===== src/rtl/memristor_ctrl_pkg.sv =====
// Shared types for the memristor write-verify controller: FSM states,
// completion status codes and pulse polarity constants.
package memristor_ctrl_pkg;

    typedef enum logic [2:0] {
        ST_IDLE,
        ST_READ,
        ST_WAIT_ADC,
        ST_DECIDE,
        ST_PULSE,
        ST_SETTLE,
        ST_DONE
    } wv_state_e;

    typedef enum logic [1:0] {
        STS_OK      = 2'd0,
        STS_BUDGET  = 2'd1,
        STS_TIMEOUT = 2'd2,
        STS_ABORT   = 2'd3
    } done_status_e;

    localparam logic POL_SET   = 1'b1;
    localparam logic POL_RESET = 1'b0;

endpackage


===== src/rtl/wv_cycle_timer.sv =====
// Loadable down-counter with zero flag; shared for pulse width, settle time
// and ADC timeout since only one of those phases is ever active.
module wv_cycle_timer #(
    parameter int W = 7
) (
    input  logic         clk,
    input  logic         rst_n,
    input  logic         load,
    input  logic [W-1:0] load_val,
    output logic         zero
);

    logic [W-1:0] cnt;

    always_ff @(posedge clk or negedge rst_n) begin
        if (!rst_n)
            cnt <= '0;
        else if (load)
            cnt <= load_val;
        else if (cnt != '0)
            cnt <= cnt - 1'b1;
    end

    assign zero = (cnt == '0);

endmodule


===== src/rtl/memristor_write_verify_ctrl.sv =====
// Write-verify sequencer for one memristor cell: read via ADC, compare to a
// target window, apply ramped SET/RESET pulses until in-window or out of budget.
module memristor_write_verify_ctrl
    import memristor_ctrl_pkg::*;
#(
    parameter int ADDR_W      = 8,
    parameter int ADC_W       = 10,
    parameter int AMP_W       = 6,
    parameter int AMP_START   = 8,
    parameter int AMP_STEP    = 2,
    parameter int AMP_MAX     = 60,
    parameter int PULSE_CYC   = 16,
    parameter int SETTLE_CYC  = 4,
    parameter int MAX_PULSES  = 32,
    parameter int ADC_TIMEOUT = 64
) (
    input  logic              clk,
    input  logic              rst_n,
    input  logic              cmd_valid,
    output logic              cmd_ready,
    input  logic [ADDR_W-1:0] cmd_addr,
    input  logic [ADC_W-1:0]  cmd_target,
    input  logic [ADC_W-1:0]  cmd_tol,
    input  logic              abort,
    output logic [ADDR_W-1:0] cell_addr,
    output logic              rd_req,
    input  logic              adc_valid,
    input  logic [ADC_W-1:0]  adc_data,
    output logic              pulse_en,
    output logic              pulse_pol,
    output logic [AMP_W-1:0]  pulse_amp,
    output logic              done_valid,
    output logic [1:0]        done_status,
    output logic [5:0]        done_pulses,
    output logic [ADC_W-1:0]  last_code
);

    localparam int TMR_MAX = (ADC_TIMEOUT > PULSE_CYC)
                           ? ((ADC_TIMEOUT > SETTLE_CYC) ? ADC_TIMEOUT : SETTLE_CYC)
                           : ((PULSE_CYC > SETTLE_CYC) ? PULSE_CYC : SETTLE_CYC);
    localparam int TMR_W = $clog2(TMR_MAX + 1);
    localparam logic [TMR_W-1:0] T_ADC    = TMR_W'(ADC_TIMEOUT - 1);
    localparam logic [TMR_W-1:0] T_PULSE  = TMR_W'(PULSE_CYC - 1);
    localparam logic [TMR_W-1:0] T_SETTLE = TMR_W'(SETTLE_CYC - 1);

    wv_state_e         state, state_nx;
    done_status_e      status, status_nx;
    logic              status_set;
    logic [ADDR_W-1:0] addr;
    logic [ADC_W-1:0]  lo, hi, code;
    logic [AMP_W-1:0]  amp, amp_ramp;
    logic [AMP_W:0]    amp_sum;
    logic [ADC_W:0]    lo_ext, hi_ext;
    logic              pol, pol_nx, prev_vld, in_win;
    logic [5:0]        pulse_cnt;
    logic              tmr_load, tmr_zero;
    logic [TMR_W-1:0]  tmr_val;
    logic              accept, capture, start_pulse;

    wv_cycle_timer #(.W(TMR_W)) u_timer (
        .clk      (clk),
        .rst_n    (rst_n),
        .load     (tmr_load),
        .load_val (tmr_val),
        .zero     (tmr_zero)
    );

    // One extra bit catches borrow/carry so the window saturates instead of wrapping
    assign lo_ext   = {1'b0, cmd_target} - {1'b0, cmd_tol};
    assign hi_ext   = {1'b0, cmd_target} + {1'b0, cmd_tol};
    assign in_win   = (code >= lo) && (code <= hi);
    assign pol_nx   = (code < lo) ? POL_SET : POL_RESET;
    assign amp_sum  = {1'b0, amp} + (AMP_W+1)'(AMP_STEP);
    assign amp_ramp = (amp_sum > (AMP_W+1)'(AMP_MAX)) ? AMP_W'(AMP_MAX) : amp_sum[AMP_W-1:0];

    always_ff @(posedge clk or negedge rst_n) begin
        if (!rst_n)
            state <= ST_IDLE;
        else
            state <= state_nx;
    end

    always_comb begin
        state_nx    = state;
        status_nx   = status;
        status_set  = 1'b0;
        tmr_load    = 1'b0;
        tmr_val     = '0;
        accept      = 1'b0;
        capture     = 1'b0;
        start_pulse = 1'b0;
        case (state)
            ST_IDLE: if (cmd_valid) begin
                accept   = 1'b1;
                state_nx = ST_READ;
            end
            ST_READ: begin
                tmr_load = 1'b1;
                tmr_val  = T_ADC;
                state_nx = ST_WAIT_ADC;
            end
            ST_WAIT_ADC: if (adc_valid) begin
                capture  = 1'b1;
                state_nx = ST_DECIDE;
            end else if (tmr_zero) begin
                status_nx  = STS_TIMEOUT;
                status_set = 1'b1;
                state_nx   = ST_DONE;
            end
            ST_DECIDE: if (in_win) begin
                status_nx  = STS_OK;
                status_set = 1'b1;
                state_nx   = ST_DONE;
            end else if (pulse_cnt == 6'(MAX_PULSES)) begin
                status_nx  = STS_BUDGET;
                status_set = 1'b1;
                state_nx   = ST_DONE;
            end else begin
                start_pulse = 1'b1;
                tmr_load    = 1'b1;
                tmr_val     = T_PULSE;
                state_nx    = ST_PULSE;
            end
            ST_PULSE: if (tmr_zero) begin
                tmr_load = 1'b1;
                tmr_val  = T_SETTLE;
                state_nx = ST_SETTLE;
            end
            ST_SETTLE: if (tmr_zero) state_nx = ST_READ;
            ST_DONE:   state_nx = ST_IDLE;
            default:   state_nx = ST_IDLE;
        endcase
        // Abort wins over any concurrent ADC strobe, timeout or pulse end
        if (abort && state != ST_IDLE && state != ST_DONE) begin
            state_nx    = ST_DONE;
            status_nx   = STS_ABORT;
            status_set  = 1'b1;
            capture     = 1'b0;
            start_pulse = 1'b0;
            tmr_load    = 1'b0;
        end
    end

    always_ff @(posedge clk or negedge rst_n) begin
        if (!rst_n) begin
            addr      <= '0;
            lo        <= '0;
            hi        <= '0;
            code      <= '0;
            amp       <= '0;
            pol       <= POL_RESET;
            prev_vld  <= 1'b0;
            pulse_cnt <= '0;
            status    <= STS_OK;
        end else begin
            if (accept) begin
                addr      <= cmd_addr;
                lo        <= lo_ext[ADC_W] ? '0 : lo_ext[ADC_W-1:0];
                hi        <= hi_ext[ADC_W] ? '1 : hi_ext[ADC_W-1:0];
                amp       <= AMP_W'(AMP_START);
                prev_vld  <= 1'b0;
                pulse_cnt <= '0;
            end
            if (capture)
                code <= adc_data;
            if (start_pulse) begin
                pulse_cnt <= pulse_cnt + 1'b1;
                pol       <= pol_nx;
                prev_vld  <= 1'b1;
                amp       <= (prev_vld && pol_nx == pol) ? amp_ramp : AMP_W'(AMP_START);
            end
            if (status_set)
                status <= status_nx;
        end
    end

    assign cmd_ready   = (state == ST_IDLE);
    assign rd_req      = (state == ST_READ);
    assign pulse_en    = (state == ST_PULSE);
    assign done_valid  = (state == ST_DONE);
    assign done_status = status;
    assign done_pulses = pulse_cnt;
    assign cell_addr   = addr;
    assign pulse_pol   = pol;
    assign pulse_amp   = amp;
    assign last_code   = code;

endmodule


===== config.mk =====
export PLATFORM = sky130hd
export DESIGN_NAME = memristor_write_verify_ctrl
export DESIGN_NICKNAME = d
export VERILOG_FILES = /design/src/rtl/memristor_ctrl_pkg.sv /design/src/rtl/wv_cycle_timer.sv /design/src/rtl/memristor_write_verify_ctrl.sv
export SDC_FILE = /design/constraint.sdc
export NUM_CORES = 1
export LEC_CHECK = 0
export ABC_AREA = 1
export CORE_AREA = 2 2 98 100
export CTS_BUF_LIST = sky130_fd_sc_hd__clkbuf_16
export DETAILED_ROUTE_END_ITERATION = 10
export DIE_AREA = 0 0 100 102
export GPL_ROUTABILITY_DRIVEN = 0
export GPL_TIMING_DRIVEN = 0
export PLACE_DENSITY_LB_ADDON = 0.2
export SKIP_CTS_REPAIR_TIMING = 1
export SLEW_MARGIN = 10
export SYNTH_ARGS = -nofsm -noshare
export SYNTH_HDL_FRONTEND = slang
export SYNTH_SLANG_ARGS = --single-unit

===== constraint.sdc =====
create_clock -name clk -period 1.9 [get_ports clk]
set_input_delay 0.38 -clock clk [delete_from_list [all_inputs] [get_ports clk]]
set_output_delay 0.38 -clock clk [all_outputs]
set_load 0.01 [all_outputs]

**After elaboration in Yosys (flattened, before gate mapping)**

Index checks and enable logic that the tools add are counted.

- Add/sub/neg operators: 5
- Magnitude comparators: 4
- Equal/unequal tests: 16
- Muxes and demuxes: 49
- Reduce and logical (&&, ||, !) cells: 13

Operators with widths:

| cell | count |
|---|---|
| 2-to-1 mux 6 bit | 6 |
| 2-to-1 mux 10 bit | 2 |
| 2-to-1 mux 1 bit | 18 |
| 2-to-1 mux 3 bit | 6 |
| one-hot mux 3 bit (6 select lines) | 1 |
| one-hot mux 6 bit (3 select lines) | 1 |
| 2-to-1 mux 2 bit | 8 |
| 2-to-1 mux 7 bit | 2 |
| inequality test 3 bit, second input constant | 4 |
| adder 10 x 10 -> 11 bit | 1 |
| subtractor 10 x 10 -> 11 bit | 1 |
| >= comparator 10 bit | 1 |
| <= comparator 10 bit | 1 |
| < comparator 10 bit | 1 |
| equality test 3 bit, second input constant | 3 |
| 2-to-1 mux 4 bit | 2 |
| inequality test 4 bit, second input constant | 2 |
| adder 6 x 2 -> 7 bit, second input constant | 1 |
| greater-than comparator 7 x 6 -> 1 bit, second input constant | 1 |
| logical NOT 7 bit | 1 |
| nonzero test 7 bit | 1 |
| subtractor 7 x 1 -> 7 bit, second input constant | 1 |
| adder 6 x 1 -> 6 bit, second input constant | 1 |
| equality test 3 x 2 -> 1 bit, second input constant | 2 |
| other kinds (14) | 19 |

- Register bits: 64
- Output and inout bits: 37

**Longest topological paths before layout**

- Depth in word-level cells: 6
- Depth in mapped cells: 15
- Depth with buffers taken out: 15

**By module**

Synthesis repeated with hierarchy kept, for this count alone.

- Cells, all modules: 609
- Area total of the unflattened synthesis: 4580.6 um^2

Modules (own cells, without submodules):

| module | instances | cells each | area each (um^2) | sequential area each (um^2) |
|---|---|---|---|---|
| memristor_write_verify_ctrl | 1 | 550 | 4097.7 | 1401.3 |
| wv_cycle_timer | 1 | 59 | 483.0 | 175.2 |

**Worst setup path before layout**

Ideal clock, no wire load.

- Path type: flip-flop to flip-flop
- Start: reg code[9], in the netlist last_code[9]
- End: reg pulse_cnt[5], in the netlist done_pulses[5]
- Arrival time: 1707 ps
- Required time: 1775 ps
- Slack: 68 ps
- Cell stages (with the launch flop): 12
- Path buffers: 0
- Period minus slack after synthesis: 1832 ps
- Cells stage by stage: dfrtp_1 > ha_1 > nand2_1 > inv_1 > a21oi_1 > nand4_1 > nand2_2 > nand4_4 > nand2_4 > inv_2 > nand2_1 > o21ai_1

- Cells in the longest elaborated chain, start to end: 6
- Elaborated cells on any way between the ends: 8

RTL lines:

| item | RTL line | source |
|---|---|---|
| start: declaration | memristor_write_verify_ctrl.sv:50 | `logic [ADC_W-1:0] lo, hi, code;` |
| start signal: assignment | memristor_write_verify_ctrl.sv:165 | `code <= adc_data;` |
| >= comparator 10 bit or <= comparator 10 bit (tied branches) | memristor_write_verify_ctrl.sv:71 | `assign in_win = (code >= lo) && (code <= hi);` |
| logical AND 1 bit * | memristor_write_verify_ctrl.sv:71 |  |
| 2-to-1 mux 1 bit * | memristor_write_verify_ctrl.sv:110 | `ST_DECIDE: if (in_win) begin` |
| 2-to-1 mux 1 bit * | memristor_write_verify_ctrl.sv:92 | `case (state)` |
| 2-to-1 mux 1 bit * | memristor_write_verify_ctrl.sv:134 | `if (abort && state != ST_IDLE && state != ST_DONE) begin` |
| 2-to-1 mux 6 bit or nonzero test 2 bit (tied branches) | -- |  |
| end signal: assignment | memristor_write_verify_ctrl.sv:167 | `pulse_cnt <= pulse_cnt + 1'b1;` |
| end: declaration | memristor_write_verify_ctrl.sv:55 | `logic [5:0] pulse_cnt;` |

Mark *: on every way between the ends. The rest lies on a longest branch, timed or not.
A chain may end at the register's enable or synchronous reset.

**Worst setup path after layout**

- Start: reg state[1]
- End: out cmd_ready

- Cells in the longest elaborated chain, start to end: 1

RTL lines:

| item | RTL line | source |
|---|---|---|
| start: declaration | memristor_write_verify_ctrl.sv:46 | `wv_state_e state, state_nx;` |
| start signal: assignment | memristor_write_verify_ctrl.sv:80 | `state <= state_nx;` |
| logical NOT 3 bit | memristor_write_verify_ctrl.sv:177 | `assign cmd_ready = (state == ST_IDLE);` |
| end: declaration | memristor_write_verify_ctrl.sv:20 | `output logic cmd_ready,` |

No other way between the ends.

==> qor.csv <==
stage,metric,value,unit
status,status,finished with violations,
status,violated checks,negative setup slack,
yosys,Synth cell types,47,
place,Setup WS pre-CTS,-0.582,ns
yosys,syn_area_per_cell,8.06,sq um
floorplanning,die width,100,microns
route,# DRC,0,
cells_and_area,ant diodes,0,
setup_path,Worst R2R Start,last_code[6]$_DFFE_PN0P_,
place,PortBufs,78,
floorplanning,die area,0.0102,sq mm
floorplanning,die height,102,microns
clock_tree,Max H-tree Level,3,
grt,first-pass GRT wire length,17.2,mm
setup_path,Reg2Reg Setup Slack,-0.09,ns
yosys,cell type with the largest total area after synthesis,dfrtp_1,
power,Leakage,3.30,nW
place,Placed Cells,740,
yosys,most common cell in the netlist,nand2_1,
grt,initial antenna violation count,0,
floorplanning,Top Ports,80,
power,pwr/cell area,1380,mW/mm^2
sta,endpoints failing hold,0,
yosys,Syn. warnings,0,
sta,final setup vio count,13,
sta,Max-slew headroom,0.482,
sta,Slew @ Worst Pin,0.777,ns
sta,"Slew Viols, Final",0,
route,Vias/cell,5.39,
setup_path,crit path cell chain,"nor2_4, nand2_2, inv_1, clkdlybuf4s50_1",
grt,Global Route Usage Sum,0.211,
clock_tree,Clock Latency Late Sink,0.33,ns
clock_tree,root buffer cell,clkbuf_16,
yosys,area of the mapped netlist,0.00444,sq mm
yosys,syn nets,640,
yosys,top cell type's share of synthesized area,0.355,
setup_path,Crit path max-delay family,buffers and inverters,
yosys,top post-synthesis cells by area,"dfrtp_1 (35%), ha_1 (12%), nand2_1 (10%)",
route,first-pass detailed-route iteration total,5,
clock_tree,clk sink count,63,
setup_path,CP arrival,1.63,ns
yosys,sequential area share after synthesis,0.355,
yosys,Async SR Flop Fraction,1.00,
clock_tree,CTS clock-pin slew for the worst setup and hold paths,0.05,ns
cells_and_area,layout cells sized above 1,0.297,
grt,largest net degree at the start of global routing,64,
sta,f_max,496,MHz
sta,Tcrit/Tclk final,1.06,
route,DRT iter0 DRCs,132,
setup_path,critical path peak fanout,5,
setup_path,CP Class,reg -> out,
cells_and_area,Layout Nets,761,
place,HPWL after DPL,7.97,mm
setup_path,RR Endpoint,pulse_amp[3]$_DFFE_PN0P_,
route,Final ANT Viol Nets,0,
clock_tree,Max clock buf depth,2,
setup_path,CP endpoint kind,primary output,
setup_path,worst reg2reg path depth,11,
clock_tree,CTS tree,done,
power,Worst VDD drop,0.658,mV
sta,RSZ-0062 raised after global routing,yes,
setup_path,Bufs and invs on worst path,2,
grt,overflow left after global routing,0,
grt,vias in the first global route,3841,
clock_tree,TritonCTS Buffers,9,
setup_path,Critical Path RT,1.52,ns
setup_path,type of origin of the critical path,flop,
yosys,Post-synth top flop,dfrtp_1,
yosys,post-synthesis instance total,551,
sta,clk_skew,0.00855,ns
route,final wirelength,12.4,mm
yosys,post-synthesis register bit count,63,
floorplanning,Initial Utilization,0.488,
yosys,Post-synth top cells,"nand2_1 (121), inv_1 (84), dfrtp_1 (63), ha_1 (44), nand3_1 (30)",
min_path,HP Class,in -> async,
floorplanning,row cnt,35,
cells_and_area,Synth-to-Final Area Change,47.7,%
job,max cap viols,0,
yosys,"EDFF count, synth",0,
cells_and_area,Finished Layout Cells,788,
sta,crit path time final,2.01,ns
route,Routed WL per cell,15.7,microns
setup_path,slowest CP cell,clkdlybuf4s50_1,
sta,final worst slack,-0.114,ns
route,via count,4247,
floorplanning,area of the core,0.00911,sq mm
cells_and_area,utilization after layout,0.720,
setup_path,largest stage delay on the critical path,0.52,ns
## worst max path at each step
stage | startpoint | endpoint | slack, ns | cells past startpoint
global route | last_code[3]$_DFFE_PN0P_ | pulse_amp[3]$_DFFE_PN0P_ | -0.20 | 14
finish | state[1]$_DFFE_PN0P_ | cmd_ready | -0.11 | 4
floorplan | last_code[9]$_DFFE_PN0P_ | done_pulses[5]$_DFFE_PN0P_ | 0.07 | 11
detailed placement | cmd_tol[7] | hi[1]$_DFFE_PN0P_ | -0.58 | 11
CTS | state[2]$_DFFE_PN0P_ | rd_req | -0.36 | 4
global placement | rst_n | cell_addr[0]$_DFFE_PN0P_ | -1.56 | 1
## per-layer routing
layer  GRT usage  share of wire  wire length [microns]
met2       0.382           0.52                   6490
met3      0.0342          0.044                    543
met1       0.254           0.41                   5070
met4      0.0780          0.023                    291
met5           0              0                      0
## per-stage QoR
stage	total power, mW	instance area (sq um)	TNS, ns	hold slack [ns]
floorplan	4.81	4440	0	0.0844
global placement	5.99	5360	-111.00	0.456
detailed placement	6.18	5360	-15.10	0.465
CTS	7.76	5640	-7.52	0.166
global route	9.70	6560	-2.47	0.196
finish	9.05	6560	-0.814	0.126
## cells in the final DEF, fill, tap and decap left out, types with 3 or more instances in the layout
cell             Yosys  routed
nand2_1            121     101
inv_1               84      70
dfrtp_1             63      56
clkdlybuf4s50_1      0      54
buf_4                2      29
ha_1                44      27
nand2_2              7      22
dlymetal6s2s_1       0      22
nand3_1             30      21
inv_2                7      20
nor2_1              25      19
xor2_1              19      19
a21oi_1             20      16
o21ai_1             16      16
ha_4                 0      16
o21ai_0             19      11
nor3_1              11       9
o22ai_1              9       9
o21ai_2              1       9
clkbuf_16            0       9
nor2_4               2       8
nand3_2              3       8
buf_6                2       8
mux2_4               8       8
nor2_2               7       7
nand2_4              1       7
nand4_1              7       7
dfrtp_2              0       7
a21oi_2              2       5
xnor2_1              5       5
buf_2                7       5
nand3_4              0       4
inv_4                1       4
o31ai_1              3       3
## final cells by class
| class | count | area, sq um |
|---|---|---|
| inverters | 92 | 360 |
| plain buffers | 12 | 105 |
| well taps | 111 | 139 |
| multi-input cells | 385 | 3010 |
| clock buffers | 9 | 225 |
| fillers | 653 | 2550 |
| flip-flops and latches | 63 | 1590 |
| repair buffers | 109 | 1070 |
| clock inverters | 7 | 57.6 |
## registers in the layout, summed over array words and instances (netlist names)
register / flops
last_code: 10
u_timer.cnt: 7
prev_vld: 1
pulse_pol: 1
cell_addr: 8
done_status: 2
hi: 10
state: 3
lo: 10
done_pulses: 6
pulse_amp: 5
## report_power, final
group	internal (mW)	switching [mW]
registers	1.92	0.496
logic	2.33	2.73
clock network	0.992	0.583
total	5.25	3.81
## kinds of logic after synthesis
kind of cell	after synthesis	share of synthesized area
and+or+nand+nor	222	0.231
buffers and inverters	104	0.0955
AOI/OAI and AO/OA	82	0.108
DFF	63	0.355
adders and majority gates	46	0.133
xor gates and xnor gates	24	0.0473
muxes	9	0.0296
other	1	0.000844
No activity file was read; power rests on OpenSTA's default activity.
